$ cat src/rtl/draw_sequencer_pkg.sv
// Shared definitions for the sprite draw sequencer: command field widths,
// sprite kind codes, slot/rank limits, FSM encoding and the command
// legality check.
package draw_sequencer_pkg;

    localparam int unsigned KIND_W = 3;
    localparam int unsigned NUM_W  = 4;
    localparam int unsigned SUIT_W = 2;
    localparam int unsigned POS_W  = 4;
    localparam int unsigned CMD_W  = KIND_W + NUM_W + SUIT_W + POS_W;
    localparam int unsigned CNT_W  = 12;

    localparam logic [KIND_W-1:0] KIND_FACE = 3'd0;
    localparam logic [KIND_W-1:0] KIND_BACK = 3'd1;
    localparam logic [KIND_W-1:0] KIND_P1   = 3'd2;
    localparam logic [KIND_W-1:0] KIND_P2   = 3'd3;

    localparam int unsigned SLOT_COUNT = 11;
    localparam int unsigned RANK_MIN   = 1;
    localparam int unsigned RANK_MAX   = 13;

    // One queued draw request, packed in FIFO storage order.
    typedef struct packed {
        logic [KIND_W-1:0] kind;
        logic [NUM_W-1:0]  num;
        logic [SUIT_W-1:0] suit;
        logic [POS_W-1:0]  pos;
    } cmd_t;

    typedef enum logic [2:0] {
        ST_IDLE,
        ST_LOAD,
        ST_CLEAR,
        ST_DRAW,
        ST_DONE,
        ST_ABORT
    } state_t;

    // Rank is only meaningful for face cards; every kind needs a valid slot.
    function automatic logic cmd_legal(input cmd_t c);
        logic ok;
        ok = 1'b0;
        case (c.kind)
            KIND_FACE: ok = (c.num >= NUM_W'(RANK_MIN)) && (c.num <= NUM_W'(RANK_MAX));
            KIND_BACK,
            KIND_P1,
            KIND_P2:   ok = 1'b1;
            default:   ok = 1'b0;
        endcase
        if (c.pos >= POS_W'(SLOT_COUNT)) begin
            ok = 1'b0;
        end
        return ok;
    endfunction

endpackage

$ cat src/rtl/draw_sequencer_cmd_fifo.sv
// Command buffer for the draw sequencer: small show-ahead FIFO.
// Ports: clk, resetn (sync, active-low); push/din write when not full;
// pop advances the head when not empty; dout is the current head;
// full/empty status flags.
module draw_sequencer_cmd_fifo #(
    parameter int unsigned WIDTH = 13,
    parameter int unsigned DEPTH = 4
) (
    input  logic             clk,
    input  logic             resetn,
    input  logic             push,
    input  logic [WIDTH-1:0] din,
    input  logic             pop,
    output logic [WIDTH-1:0] dout,
    output logic             full,
    output logic             empty
);

    localparam int unsigned AW = $clog2(DEPTH);

    logic [WIDTH-1:0] mem [DEPTH];
    // Extra MSB on each pointer separates full from empty.
    logic [AW:0]      wr_ptr;
    logic [AW:0]      rd_ptr;

    assign empty = (wr_ptr == rd_ptr);
    assign full  = (wr_ptr[AW] != rd_ptr[AW]) && (wr_ptr[AW-1:0] == rd_ptr[AW-1:0]);
    assign dout  = mem[rd_ptr[AW-1:0]];

    // Pointer update; push and pop may occur together.
    always_ff @(posedge clk) begin
        if (!resetn) begin
            wr_ptr <= '0;
            rd_ptr <= '0;
        end else begin
            if (push && !full) begin
                wr_ptr <= wr_ptr + (AW+1)'(1);
            end
            if (pop && !empty) begin
                rd_ptr <= rd_ptr + (AW+1)'(1);
            end
        end
    end

    // Storage, not reset.
    always_ff @(posedge clk) begin
        if (push && !full) begin
            mem[wr_ptr[AW-1:0]] <= din;
        end
    end

endmodule

$ cat src/rtl/draw_sequencer.sv
// Draw sequencer: queues sprite draw commands from the game FSM and plays
// them out one at a time to card_position / VGA plot.
// Ports: clk, resetn (sync, active-low); cmd_valid/cmd_ready handshake with
// cmd_kind/num/suit/pos fields; draw_sel/card_num/card_suit/card_pos held
// selection to card_position; sprite_rst counter reset; draw_finished from
// card_position; plot VGA enable; busy status; done/err one-cycle pulses.
module draw_sequencer
    import draw_sequencer_pkg::*;
#(
    parameter int unsigned FIFO_DEPTH = 4,
    parameter int unsigned CLR_CYCLES = 2,
    parameter int unsigned TIMEOUT    = 4095
) (
    input  logic              clk,
    input  logic              resetn,
    input  logic              cmd_valid,
    output logic              cmd_ready,
    input  logic [KIND_W-1:0] cmd_kind,
    input  logic [NUM_W-1:0]  cmd_num,
    input  logic [SUIT_W-1:0] cmd_suit,
    input  logic [POS_W-1:0]  cmd_pos,
    output logic [KIND_W-1:0] draw_sel,
    output logic [NUM_W-1:0]  card_num,
    output logic [SUIT_W-1:0] card_suit,
    output logic [POS_W-1:0]  card_pos,
    output logic              sprite_rst,
    input  logic              draw_finished,
    output logic              plot,
    output logic              busy,
    output logic              done,
    output logic              err
);

    state_t           state;
    state_t           state_next;
    cmd_t             in_cmd;
    cmd_t             head;
    logic [CMD_W-1:0] fifo_dout;
    logic             fifo_full;
    logic             fifo_empty;
    logic             ready_q;
    logic             plot_en;
    logic             accept_c;
    logic             push_c;
    logic             reject_c;
    logic             pop_c;
    logic [CNT_W-1:0] cyc_cnt;

    assign in_cmd   = '{kind: cmd_kind, num: cmd_num, suit: cmd_suit, pos: cmd_pos};
    assign head     = cmd_t'(fifo_dout);
    assign accept_c = cmd_valid && cmd_ready;
    assign push_c   = accept_c && cmd_legal(in_cmd);
    assign reject_c = accept_c && !cmd_legal(in_cmd);

    // Ready is held low through reset and whenever the buffer is full.
    assign cmd_ready = ready_q && !fifo_full;
    assign busy      = (state != ST_IDLE) || !fifo_empty;
    // Plot drops in the same cycle draw_finished rises.
    assign plot      = plot_en && !draw_finished;

    draw_sequencer_cmd_fifo #(
        .WIDTH (CMD_W),
        .DEPTH (FIFO_DEPTH)
    ) u_cmd_fifo (
        .clk    (clk),
        .resetn (resetn),
        .push   (push_c),
        .din    (in_cmd),
        .pop    (pop_c),
        .dout   (fifo_dout),
        .full   (fifo_full),
        .empty  (fifo_empty)
    );

    // State register.
    always_ff @(posedge clk) begin
        if (!resetn) begin
            state <= ST_IDLE;
        end else begin
            state <= state_next;
        end
    end

    // Next-state and FIFO pop decode.
    always_comb begin
        state_next = state;
        pop_c      = 1'b0;
        case (state)
            ST_IDLE: begin
                if (!fifo_empty) begin
                    state_next = ST_LOAD;
                    pop_c      = 1'b1;
                end
            end
            ST_LOAD:  state_next = ST_CLEAR;
            ST_CLEAR: begin
                if (cyc_cnt >= CNT_W'(CLR_CYCLES - 1)) begin
                    state_next = ST_DRAW;
                end
            end
            ST_DRAW: begin
                if (draw_finished) begin
                    state_next = ST_DONE;
                end else if (cyc_cnt >= CNT_W'(TIMEOUT - 1)) begin
                    state_next = ST_ABORT;
                end
            end
            ST_DONE:  state_next = ST_IDLE;
            ST_ABORT: state_next = ST_IDLE;
            default:  state_next = ST_IDLE;
        endcase
    end

    // Per-state cycle counter: restarts on every state change, saturates.
    always_ff @(posedge clk) begin
        if (!resetn) begin
            cyc_cnt <= '0;
        end else if (state_next != state) begin
            cyc_cnt <= '0;
        end else if (cyc_cnt != {CNT_W{1'b1}}) begin
            cyc_cnt <= cyc_cnt + CNT_W'(1);
        end
    end

    // Registered outputs derived from the upcoming state.
    always_ff @(posedge clk) begin
        if (!resetn) begin
            ready_q    <= 1'b0;
            draw_sel   <= KIND_BACK;
            card_num   <= NUM_W'(RANK_MIN);
            card_suit  <= '0;
            card_pos   <= '0;
            sprite_rst <= 1'b1;
            plot_en    <= 1'b0;
            done       <= 1'b0;
            err        <= 1'b0;
        end else begin
            ready_q    <= 1'b1;
            sprite_rst <= (state_next != ST_DRAW);
            plot_en    <= (state_next == ST_DRAW);
            done       <= (state_next == ST_DONE);
            err        <= reject_c || (state_next == ST_ABORT);
            // Selection is captured at the pop and held until the next one.
            if (pop_c) begin
                draw_sel  <= head.kind;
                card_num  <= head.num;
                card_suit <= head.suit;
                card_pos  <= head.pos;
            end
        end
    end

endmodule

$ cat config.mk
export PLATFORM = sky130hd
export DESIGN_NAME = draw_sequencer
export DESIGN_NICKNAME = d
export VERILOG_FILES = /design/src/rtl/draw_sequencer_pkg.sv /design/src/rtl/draw_sequencer_cmd_fifo.sv /design/src/rtl/draw_sequencer.sv
export SDC_FILE = /design/constraint.sdc
export NUM_CORES = 1
export LEC_CHECK = 0
export BUFFER_PORTS_ARGS = -buffer_cell sky130_fd_sc_hd__clkbuf_2
export CAP_MARGIN = 20
export CORE_AREA = 3 3 117 119
export CTS_CLUSTER_DIAMETER = 100
export CTS_CLUSTER_SIZE = 16
export DETAILED_ROUTE_END_ITERATION = 16
export DIE_AREA = 0 0 120 122
export PLACE_DENSITY_LB_ADDON = 0.1
export SKIP_LAST_GASP = 1
export SLEW_MARGIN = 20
export SYNTH_ARGS = -nofsm -noshare
export SYNTH_HDL_FRONTEND = slang
export SYNTH_SLANG_ARGS = --single-unit
export TNS_END_PERCENT = 50
$ cat constraint.sdc
create_clock -name clk -period 2.2 [get_ports clk]
set_clock_uncertainty 0.15 [all_clocks]
set_input_delay 0.44 -clock clk [delete_from_list [all_inputs] [get_ports clk]]
set_output_delay 0.44 -clock clk [all_outputs]
set_load 0.05 [all_outputs]
=== After elaboration in Yosys (flattened, before gate mapping) ===
Memories as Yosys holds them, arrays and structs flattened. A register that Yosys moved wholly into a read port is not among the register bits.
Index checks and enable logic that the tools add are counted.

* Register bits after elaboration: 26
* Memory bits (writable): 52
* Input port bits: 17
* Output and inout port bits: 19
* Word-level logic and storage cells: 67
* Memories: 1

* Add/subtract/negate cells: 3
* $lt $le $gt $ge: 5
* Equal/unequal tests: 15
* Multiplexer cells: 12
* Bitwise logic cells: 1
* Reductions and logical operators: 21

{| class="wikitable"
|+ Memory list
! memory !! depth !! width !! read ports !! clocked after memory_dff !! wr ports !! line !! source
|-
| u_cmd_fifo.mem || 4 || 13 || 1 || 1 || 1 || draw_sequencer_cmd_fifo.sv:21 || <nowiki>logic [WIDTH-1:0] mem [DEPTH];</nowiki>
|}

{| class="wikitable"
|+ Operators by type and width
! kind !! number
|-
| $eq A3 B2 Y1 const B || 5
|-
| $add A12 B1 Y12 const B || 1
|-
| $ge A12 B1 Y1 const B || 1
|-
| $ge A12 B12 Y1 const B || 1
|-
| $mux W3 || 4
|-
| $ne A12 B12 Y1 const B || 1
|-
| $pmux W3 S4 || 1
|-
| $logic_and A1 B1 Y1 || 9
|-
| $add A3 B1 Y3 const B || 2
|-
| $eq A3 B1 Y1 const B || 2
|-
| $eq A3 B3 Y1 const B || 2
|-
| $logic_not A3 Y1 || 2
|-
| $mux W1 || 6
|-
| $logic_not A1 Y1 || 5
|-
| $ge A4 B1 Y1 const B || 1
|-
| $ge A4 B4 Y1 const B || 1
|-
| $le A4 B4 Y1 const B || 1
|-
| $eq A3 B3 Y1 || 1
|-
| $ne A3 B2 Y1 const B || 1
|-
| $ne A3 B3 Y1 || 1
|-
| $reduce_bool A3 Y1 || 1
|-
| $reduce_or A3 Y1 || 1
|-
| $eq A2 B2 Y1 || 1
|-
| $logic_or A1 B1 Y1 || 2
|-
| other kinds (4) || 4
|}

=== Depth between registers and ports, before layout ===
* Word-level depth: 9
* Gate-level depth with buffers: 8

=== Cells and area by module ===
A second synthesis with hierarchy kept.

* Cells, all modules: 314
* Area, all modules: 4,023.9 um2

{| class="wikitable"
|+ Modules (own cells, without submodules)
! module !! times used !! cells each !! area each (um2) !! seq. area each (um2)
|-
| draw_sequencer_cmd_fifo || 1 || 135 || 2,439.8 || 1,721.7
|-
| draw_sequencer || 1 || 179 || 1,584.0 || 660.6
|}

=== Least setup slack after synthesis ===
Ideal clock, no wire load.

* Path type: register to register
* From: register u_cmd_fifo.rd_ptr[1]
* To: memory u_cmd_fifo.mem[3][0], enable pin
* Library setup time: 364 ps
* Arrival: 1,528 ps
* Setup slack: 158 ps
* Stages on the path, launching flop included: 6
* Path buffers: 1
* Clock period less this slack: 2,042 ps
* Cell sequence: dfxtp_1 > buf_2 > xnor2_2 > a31oi_1 > o311a_1 > and2_1

* Cells in the longest elaborated chain, start to end: 9

{| class="wikitable"
|+ Ends and longest elaborated chain
! what !! line !! source
|-
| start, declared || draw_sequencer_cmd_fifo.sv:24 || <nowiki>logic [AW:0] rd_ptr;</nowiki>
|-
| start signal, assigned || draw_sequencer_cmd_fifo.sv:40 || <nowiki>rd_ptr <= rd_ptr + (AW+1)'(1);</nowiki>
|-
| $eq A2 B2 Y1 * || draw_sequencer_cmd_fifo.sv:27 || <nowiki>assign full = (wr_ptr[AW] != rd_ptr[AW]) && (wr_ptr[AW-1:0] == rd_ptr[AW-1:0]);</nowiki>
|-
| $logic_and A1 B1 Y1 * || draw_sequencer_cmd_fifo.sv:27 ||
|-
| $logic_not A1 Y1 * || draw_sequencer_cmd_fifo.sv:47, draw_sequencer.sv:56 ||
|-
| $logic_and A1 B1 Y1 || draw_sequencer.sv:56 || <nowiki>assign cmd_ready = ready_q && !fifo_full;</nowiki>
|-
| $logic_and A1 B1 Y1 || draw_sequencer.sv:51 || <nowiki>assign accept_c = cmd_valid && cmd_ready;</nowiki>
|-
| $logic_and A1 B1 Y1 || draw_sequencer.sv:52 || <nowiki>assign push_c = accept_c && cmd_legal(in_cmd);</nowiki>
|-
| $logic_and A1 B1 Y1 * || draw_sequencer_cmd_fifo.sv:47 || <nowiki>if (push && !full) begin</nowiki>
|-
| $mux W1 * || draw_sequencer_cmd_fifo.sv:47 ||
|-
| $mux W1 (not written as such) * || draw_sequencer_cmd_fifo.sv:48 || <nowiki>mem[wr_ptr[AW-1:0]] <= din;</nowiki>
|-
| end, declared || draw_sequencer_cmd_fifo.sv:21 ||
|}

Mark *: on every way between the ends. The rest lies on a longest branch, timed or not.

=== Worst setup path after layout ===
* From: register state[0]
* To: output port busy

* Cells in the longest elaborated chain, start to end: 2

{| class="wikitable"
|+ Ends and longest elaborated chain
! what !! line !! source
|-
| start, declared || draw_sequencer.sv:34 || <nowiki>state_t state;</nowiki>
|-
| start signal, assigned || draw_sequencer.sv:80 || <nowiki>state <= state_next;</nowiki>
|-
| $reduce_bool A3 Y1 || draw_sequencer.sv:57 || <nowiki>assign busy = (state != ST_IDLE) || !fifo_empty;</nowiki>
|-
| $logic_or A1 B1 Y1 || draw_sequencer.sv:57 ||
|-
| end, declared || draw_sequencer.sv:29 || <nowiki>output logic busy,</nowiki>
|}

Every way passes these cells.

==> insert_results.sql <==
INSERT INTO impl_metrics (metric_group, metric, value, unit) VALUES
('run_status', 'run_status', 'complete, no violations', ''),
('pwr', 'clock_power_share', '30.5', '%'),
('clocking', 'cts_sinks', '91', ''),
('timing', 'totalNegativeSetupSlack', '0', 'ns'),
('synthesis', 'ys_seq_elements', '91', ''),
('global_routing', 'grt_use_total', '11.6', '%'),
('worst_setup_path', 'worst-setup-path-type', 'flip-flop to output pin', ''),
('finish', 'area_delta_synth_final', '24.2', '%'),
('pwr', 'total_leakage_power', '1.71', 'nW'),
('placement', 'detailedPlacementHpwl', '5320', 'µm'),
('pwr', 'switching_share', '31.7', '%'),
('pwr', 'power.density_cell_area', '1160', 'mW/mm²'),
('clocking', 'tritoncts_buffer_count', '9', ''),
('die', 'die_height', '122', 'µm'),
('timing', 'slew-limit-headroom', '74.5', '%'),
('route', 'drtAntennaViolNets', '0', ''),
('worst_hold_path', 'worst_hold_path_type', 'input port to flip-flop', ''),
('synthesis', 'synth_fp_nets', '292', ''),
('placement', 'place.gp.congestion', '0.719', ''),
('timing', 'max_freq', '457', 'MHz'),
('clocking', 'cts_tree', 'done', ''),
('worst_setup_path', 'ff2ff_path_depth', '9', ''),
('worst_setup_path', 'critical_path_arrival', '1.60', 'ns'),
('synthesis', 'synth_top_cell_by_area', 'sky130_fd_sc_hd__edfxtp_1', ''),
('global_routing', 'antenna_found_initial', '0', ''),
('finish', 'layout.cells.most_common_list', '52 x sky130_fd_sc_hd__edfxtp_1, 37 x sky130_fd_sc_hd__dfxtp_1, 34 x sky130_fd_sc_hd__clkbuf_2', ''),
('global_routing', 'global_route_wire_length_before_repair', '12600', 'µm'),
('synthesis', 'fraction_of_post_synthesis_cell_area_in_the_top_cell_type_by_area', '41.0', '%'),
('die', 'io-pin-count', '36', ''),
('worst_setup_path', 'crit_path_max_fanout', '2', ''),
('finish', 'antenna_cells_inserted', '0', ''),
('die', 'core', '0.0127', 'mm²'),
('worst_setup_path', 'cpMostUsedCell', 'sky130_fd_sc_hd__or3_4', ''),
('timing', 'grt_setup_unrepaired', 'true', ''),
('die', 'dieArea', '0.0146', 'mm²'),
('global_routing', 'vias_in_the_first_global_route', '2289', ''),
('pwr', 'vdd_drop_max', '0.000783', 'V'),
('worst_setup_path', 'worst_r2r_endpoint', 'sprite_rst', ''),
('worst_setup_path', 'start_kind', 'flip-flop', ''),
('finish', 'nNetsFinal', '358', ''),
('synthesis', 'synthTopCellsByArea', 'sky130_fd_sc_hd__edfxtp_1 41%, sky130_fd_sc_hd__dfxtp_1 21%, sky130_fd_sc_hd__mux4_2 7.7%', ''),
('pwr', 'switching_power', '1.74', 'mW'),
('synthesis', 'post_synth.cell_area_avg', '14.3', 'µm²'),
('worst_hold_path', 'min_to', 'u_cmd_fifo.mem[3][9]', ''),
('clocking', 'ctsHtreeMaxLevel', '3', ''),
('timing', 'setup_violations', '0', ''),
('worst_hold_path', 'hold_depth', '1', ''),
('worst_setup_path', 'worst_path_max_delay_cell', 'sky130_fd_sc_hd__or3_4', ''),
('worst_setup_path', 'critical_path.max_stage_delay', '0.39', 'ns'),
('finish', 'layout.core_utilization', '37.3', '%'),
('worst_setup_path', 'crit_path_cell_trace', 'or3_4, or3_4, clkbuf_16', ''),
('clocking', 'cts_root_buf', 'sky130_fd_sc_hd__clkbuf_16', ''),
('timing', 'post-route-worst-setup-slack', '0.0122', 'ns'),
('timing', 'post_route_hold_slack', '0.172', 'ns'),
('worst_hold_path', 'hold_crit_start', 'cmd_num[3]', ''),
('pwr', 'power.share.combinational', '32.9', '%'),
('route', 'vias', '2295', ''),
('finish', 'most_common_cell_after_layout_fill_and_taps_aside', 'sky130_fd_sc_hd__edfxtp_1', ''),
('worst_setup_path', 'critical_path.startpoint', 'state[0]', ''),
('worst_setup_path', 'required', '1.61', 'ns'),
('synthesis', 'syn_area', '0.00381', 'mm²'),
('die', 'row_count', '41', ''),
('worst_setup_path', 'crit-reg2reg-launch', 'u_cmd_fifo.wr_ptr[1]', ''),
('worst_setup_path', 'timing.reg2reg.setup_slack', '0.20', 'ns'),
('route', 'detail_route.vias_per_cell', '4.51', ''),
('timing', 'final_period_minus_worst_setup_slack', '2.19', 'ns'),
('placement', 'postPlaceCellArea', '0.00435', 'mm²'),
('clocking', 'clkLatencyLatePin', '0.34', 'ns'),
('die', 'floorplan.initialDensity', '30.0', '%'),
('clocking', 'cts.path.max_buffers', '2', ''),
('timing', 'worst_slew_pin_slew', '0.382', 'ns');
## what timing repair did
action,in CTS,in global routing
pin swaps,1,3
setup buffers,1,2
hold endpoints to repair,0,0
endpoints found under the setup margin,2,15
gates resized for setup,6,2
## worst max-delay path by stage
stage / end / slack (ns) / cells past startpoint
after floorplan: u_cmd_fifo.mem[3][0] / 0.16 / 5
after global placement: u_cmd_fifo.mem[3][5] / -0.08 / 5
after detailed placement: u_cmd_fifo.mem[3][1] / -0.19 / 5
after CTS: busy / -0.008 / 5
after global routing: busy / -0.04 / 3
final: busy / 0.01 / 3
## registers in the layout (all words and copies together), names as in the netlist, 2 cells and up
| signal | cells |
|---|---|
| u_cmd_fifo.mem | 52 |
| cyc_cnt | 12 |
| card_num | 4 |
| card_pos | 4 |
| draw_sel | 3 |
| state | 3 |
| u_cmd_fifo.rd_ptr | 3 |
| u_cmd_fifo.wr_ptr | 3 |
| card_suit | 2 |
## worst max-delay path, delay by kind of cell (launching register included)
kind	cells	cell delay, ns
flip-flops	1	0.31
buffers and inverters	1	0.18
AND/OR/NAND/NOR	2	0.77
## power by group through the flow
stage               clock network [mW]  registers, mW  logic [mW]
floorplan                            0           2.31        1.07
global placement                     0           2.05        1.73
detailed placement                   0           2.05        1.73
CTS                               1.72           2.02        1.84
global route                      1.79           2.04        1.95
finish                            1.67           2.01        1.81
## stage by stage
step	instances	total power, mW
2_1_floorplan	266	3.38
3_3_place_gp	490	3.78
3_5_place_dp	490	3.78
4_1_cts	507	5.57
5_1_grt	509	5.77
6_report	509	5.49
## cell families (layout without fill, tap and decap cells)
group                      after synthesis  after routing  synth area share [%]
adders and majority gates                9              9                  2.96
and+or+nand+nor                         80             80                  11.9
xor gates and xnor gates                11             11                  2.92
DFF                                     91             91                  61.5
muxes                                   28             28                  11.6
AOI/OAI and AO/OA                       31             31                  6.31
buffers and inverters                   16             87                  2.79
## cell type report
class	count	area (µm²)
multi-input combinational	159	1370
inverter	7	26.3
fill	1239	7940
clock inverter	4	75.1
timing repair buffer	64	450
sequential	91	2340
clock buffer	12	246
tap	172	215
## cells in the mapped netlist (all sizes together)
| master | count |
|---|---|
| nor2b | 16 |
| dfxtp | 39 |
| and2 | 6 |
| nor4 | 3 |
| o311a | 1 |
| or3 | 2 |
| o211a | 1 |
| o21a | 1 |
| nor3 | 2 |
| and3 | 6 |
| mux2i | 15 |
| a311oi | 1 |
| nand4b | 1 |
| edfxtp | 52 |
| a21o | 1 |
| o31ai | 2 |
| buf | 7 |
| and4 | 2 |
| nor4b | 1 |
| o21ai | 9 |
| clkbuf | 2 |
| ha | 9 |
| xnor2 | 6 |
| a211oi | 1 |
| a31oi | 6 |
| a21oi | 7 |
| nand4 | 3 |
| xor2 | 5 |
| inv | 7 |
| nor2 | 14 |
| a2bb2oi | 1 |
| nand2 | 14 |
| nand3 | 10 |
| mux4 | 13 |
## per-layer routing
layer,global-route usage (%),share of wire (%),vias up
met2,16.4,44,39
met3,2.55,3.1,12
met4,6.87,2.4,0
li1,-,-,1127
met5,0,0,-
met1,16.3,51,1117
Note: power is estimated with default switching activity, not from simulation.
